==> src/rtl/figo_controller.sv <==
// figo_controller: four-room sequencer that advances one room per matching
// 2-bit serial symbol, with a supervisor load that forces a room.
module figo_controller (
    input  logic       clk,
    input  logic       reset,
    input  logic       input_data,
    input  logic [2:0] current_state,
    output logic [2:0] next_state
);
    typedef enum logic [1:0] {ROOM0, ROOM1, ROOM2, ROOM3} room_t;
    room_t      room, room_nxt;
    logic       phase, phase_nxt;
    logic       first_bit, first_bit_nxt;
    logic [1:0] symbol, key;
    always_ff @(posedge clk or negedge reset) begin
        if (!reset) begin
            room      <= ROOM0;
            phase     <= 1'b0;
            first_bit <= 1'b0;
        end else begin
            room      <= room_nxt;
            phase     <= phase_nxt;
            first_bit <= first_bit_nxt;
        end
    end
    always_comb begin
        symbol        = {first_bit, input_data};
        key           = room == ROOM0 ? 2'b10 : room == ROOM1 ? 2'b00 : room == ROOM2 ? 2'b11 : 2'b01;
        room_nxt      = room;
        phase_nxt     = ~phase;
        first_bit_nxt = phase ? first_bit : input_data;
        if (phase && symbol == key)
            room_nxt = room_t'(room + 2'd1);
        // A load discards any partial symbol so framing restarts cleanly.
        if (current_state[2]) begin
            room_nxt      = room_t'(current_state[1:0]);
            phase_nxt     = 1'b0;
            first_bit_nxt = 1'b0;
        end
    end
    assign next_state = {1'b0, room};
endmodule

==> config.mk <==
export PLATFORM = sky130hd
export DESIGN_NAME = figo_controller
export DESIGN_NICKNAME = d
export VERILOG_FILES = /design/src/rtl/figo_controller.sv
export SDC_FILE = /design/constraint.sdc
export NUM_CORES = 1
export LEC_CHECK = 0
export CAP_MARGIN = 20
export CORE_AREA = 2 2 39 41
export DETAILED_ROUTE_END_ITERATION = 7
export DIE_AREA = 0 0 41 43
export GPL_TIMING_DRIVEN = 0
export HOLD_SLACK_MARGIN = 0.08
export SLEW_MARGIN = 10
export SYNTH_ARGS = -nofsm -noshare
export SYNTH_HDL_FRONTEND = slang
export SYNTH_SLANG_ARGS = --single-unit
==> constraint.sdc <==
create_clock -name clk -period 3 [get_ports clk]
set_clock_uncertainty 0.2 [all_clocks]
set_input_delay 0.75 -clock clk [delete_from_list [all_inputs] [get_ports clk]]
set_output_delay 0.75 -clock clk [all_outputs]
set_load 0.03 [all_outputs]
After elaboration in Yosys (flattened, before gate mapping)

Cells that the tools add are included.

Register bits after elaboration: 4
Input bits: 6

Add/subtract/negate cells: 1
Equality and inequality tests: 4
Multiplexer cells: 8
Bitwise logic cells: 1
Reduce and logical (&&, ||, !) cells: 3

Operators by type and width:

| kind                | count |
|---|---|
| $mux 2              | 5 |
| $mux 1              | 3 |
| $add 2x1->2 const B | 1 |
| $eq 2x1->1 const B  | 1 |
| $eq 2x2->1          | 1 |
| $eq 2x2->1 const B  | 1 |
| $logic_not 2->1     | 1 |
| $ne 2x2->1 const B  | 1 |
| $reduce_bool 2->1   | 1 |
| $logic_and 1x1->1   | 1 |
| $not 1->1           | 1 |

Logic depth before layout (Yosys ltp)

Gate-level depths: netlist (run 1).

Depth in word-level cells: 8
Depth in mapped cells: 5
Depth with buffers taken out: 5

Worst setup path after synthesis (run 1)

No wires, ideal clock.

Path type: flip-flop to flip-flop
Start: register room[0]
End: register room[0]
Setup time: 0.126 ns
Arrival: 1.647 ns
Setup slack: 1.027 ns
Stages on the path, launching flop included: 6
Cells stage by stage: dfrtp_1 > inv_1 > ha_1 > o21a_1 > o41a_1 > a221o_1

Word-level cells in the longest chain between the ends: 7
Elaborated cells between the ends (all ways): 12
Classes of those cells: add/sub: 1; eq/ne: 3; mux: 5; reduce/logical: 3

Ends and longest elaborated chain:

| what                               | line | text |
|---|---|---|
| start: declaration                 | 11   | `room_t room, room_nxt;` |
| start signal: assignment           | 21   | `room <= room_nxt;` |
| $eq 2x2->1                         | 28   | `key = room == ROOM0 ? 2'b10 : room == ROOM1 ? 2'b00 : room == ROOM2 ? 2'b11 : 2'b01;` |
| $mux 2 (3 in a row)                | 28   |  |
| $eq 2x2->1                         | 32   | `if (phase && symbol == key)` |
| $logic_and 1x1->1                  | 32   |  |
| $reduce_bool 2->1 (no source line) | --   |  |

Parallel ways exist; a longest one is shown, timed or not. The select of a mux whose other input is x is not followed.
A chain may end at the register's enable or synchronous reset.

Worst setup path in the final report (run 1)

Start: register room[0]
End: output next_state[0]

RTL lines:

| what             | line | text |
|---|---|---|
| end: declaration | 8    | `output logic [2:0] next_state` |

No word-level cell between the ends.

==> out/qor.txt, run 1 <==
Req. time, crit path -> 2050 ps
Area occupied by multi-input gates -> 140 sq um
RSZ-0062 raised after global routing -> false
Worst-path cell chain -> clkdlybuf4s50_1
Fmax achieved -> 0.427 GHz
Post-Syn Nets -> 35
Gr usage total -> 8.16%
Clock root cell -> clkbuf_4
Layout cells sized above 1 -> 13.5%
Hold Vio Cnt, Final -> 0
Status -> finished clean
Ports -> 9
Ant diodes -> 0
Final WL -> 548 um
Synth area leaders -> dfrtp_1 38%, ha_1 9.5%, o41a_1 8.6%
Filler cells -> 154
Setup Fix Bufs, Post-CTS -> 0
Vias per cell -> 4.28
Vias post-DR -> 227
Die area -> 1760 sq um
CP endpoint kind -> output port
Core footprint -> 1380 sq um
CP startpoint kind -> flop
Synth Flop Type -> dfrtp_1
Post-synth top cells -> 4 x dfrtp_1, 4 x inv_1, 3 x nor2_1, 2 x ha_1, 2 x o41a_1
Arrival @ worst endpoint -> 1390 ps
Initial Util -> 19.0%
Residual DRC count -> 0
Synth unique cells -> 17
Htree depth -> 1
Total power draw -> 0.186 mW
Top cell type's share of synthesized area -> 38.1%
WP buf/inv -> 1
Seq/Total Area, Yosys -> 38.1%
Fraction of registers with async set/reset -> 100%
CTS tree -> done
Setup TNS Final -> 0 ps
Syn Area/Cell -> 9.73 sq um
Peak VDD IR -> 0.201 mV
Post-Syn Area -> 263 sq um
Clock transition at the registers of the reported paths -> 40 ps
Die width -> 41 um
Cell Area, Placed -> 353 sq um
Post-cts resize count -> 0
Routed Antenna Nets -> 0
DR pass1 iterations -> 2
Initial DRC Count -> 1
Clock sinks -> 4
Yosys reg bits -> 4
Die H -> 43 um
Setup violations, final -> 0
Synth Instances -> 27
WS Path Type -> flop to output port
Synthesis-to-layout area growth -> 42.9%
First-pass GRT wire length -> 883 um
Top delay family on crit path -> buffers and inverters
Initial antenna violation count -> 0
Area occupied by registers -> 100 sq um
Crit path max fanout -> 6
Min Tclk post-route -> 2340 ps
Synth Warn # -> 0
Pwr per Cell Area -> 495 nW/um^2
Slowest cell delay on critical path -> 710 ps
Post-DP HPWL -> 408 um
Non-filler cells, final -> 53
Clk Latency, worst-skew pair -> 230 ps
PortBufs -> 7
Final period utilization -> 78.0%
Largest net degree at the start of global routing -> 7
Final Util -> 27.1%
Design Area, Final -> 375 sq um
Hold buffers post-CTS -> 0
Cell taking the most area after synthesis -> dfrtp_1
Reg2Reg Setup Slack -> 1100 ps
Placed cells -> 50
Count of max-cap constraint violations -> 0
Post-synth EDFFs -> 0
Vias in the first global route -> 221
GPL Wtd Cong -> 0.770
Worst min path class -> flop to flop
Std cell rows -> 14
WL/cell -> 10.3 um
Lkg Pwr -> 0.166 nW
CTS max path bufs -> 2
CP max-delay cell -> clkdlybuf4s50_1
CTS Buf Count -> 3
Final net count -> 47
GRT overflow -> 0
Slew Limit Fails -> 0
[logic make-up (layout without fill, tap and decap cells)]
| kind of cell | Yosys count | after routing | synth area share, % |
|---|---|---|---|
| muxes | 1 | 1 | 3.81 |
| buffers and inverters | 5 | 15 | 8.57 |
| and+or+nand+nor | 7 | 7 | 13.3 |
| AOI/OAI and AO/OA | 6 | 6 | 21.9 |
| xor gates and xnor gates | 1 | 1 | 3.33 |
| DFF | 4 | 4 | 38.1 |
| adders and majority gates | 2 | 2 | 9.52 |
| other | 1 | 1 | 1.43 |
[cell usage in the layout (no fill, tap or decap), types with 2 or more instances in the layout]
| master | Yosys | final |
|---|---|---|
| clkbuf_4 | 0 | 3 |
| clkdlybuf4s50_1 | 0 | 7 |
| dfrtp_1 | 4 | 4 |
| ha_1 | 2 | 2 |
| inv_1 | 4 | 4 |
| nor2_1 | 3 | 3 |
| o41a_1 | 2 | 2 |
[area by class of cell]
| cell class | count | area share (%) |
|---|---|---|
| buffer | 1 | 2.00 |
| clock buffer | 3 | 6.00 |
| inverter | 4 | 4.00 |
| multi-input combinational | 18 | 37.3 |
| sequential | 4 | 26.7 |
| tap | 16 | 5.33 |
| timing repair buffer | 7 | 18.7 |
[worst paths after layout]
path                       startpoint            end  depth (start not counted)
min in group asynchronous       reset        room[0]                          1
hold / removal                  phase          phase                          1
setup reg to reg              room[0]        room[0]                          5
max in group asynchronous       reset          phase                          1
hold reg to reg                 phase          phase                          1
setup / recovery              room[0]  next_state[0]                          1
[where the power goes]
group          switching, mW  internal (mW)  total [mW]
Combinational         0.0284         0.0265      0.0549
Sequential           0.00666         0.0595      0.0661
Clock                 0.0202         0.0446      0.0648
Total                 0.0552          0.131       0.186
[sequential cells by signal, indices dropped and copies added, names as in the netlist]
name and cells:
first_bit 1, room 2, phase 1
[metrics by stage]
stage               worst slack [ps]  hold WS [ps]
floorplan                       1030           254
global placement                 661           317
CTS                              639           331
finish                           659           333
global route                     607           365
detailed placement               669           317
[layer usage]
metal | vias to the layer above | track usage (%) | share of wire (%)
met5 | - | 0 | 0
met4 | 0 | 6.00 | 0
met3 | 0 | 6.81 | 9.1
met2 | 8 | 10.3 | 42
met1 | 101 | 8.44 | 49
li1 | 118 | - | -
(Power assumes the default switching activity.)
==> inputs of run 2 (changes only) <==
- clock period: 3 -> 2.3 ns (I/O delays scaled with it)
==> results of run 2 <==
Same layout as run 1 (identical final DEF). Status: finished clean.
Among the figures that moved: setup slack after placement 669 ps -> 144 ps; setup slack after layout 659 ps -> 134 ps; register-to-register setup slack 1100 ps -> 400 ps; total power 0.186 mW -> 0.242 mW; worst IR drop on VDD 0.201 mV -> 0.262 mV
==> inputs of run 3 (changes only) <==
- HOLD_SLACK_MARGIN: 0.08 -> 0.15
==> results of run 3 <==
Same layout as run 1 (identical final DEF). Status: finished clean.
Among the figures that moved: setup slack after placement 669 ps -> 144 ps; setup slack after layout 659 ps -> 134 ps; register-to-register setup slack 1100 ps -> 400 ps; total power 0.186 mW -> 0.242 mW; worst IR drop on VDD 0.201 mV -> 0.262 mV
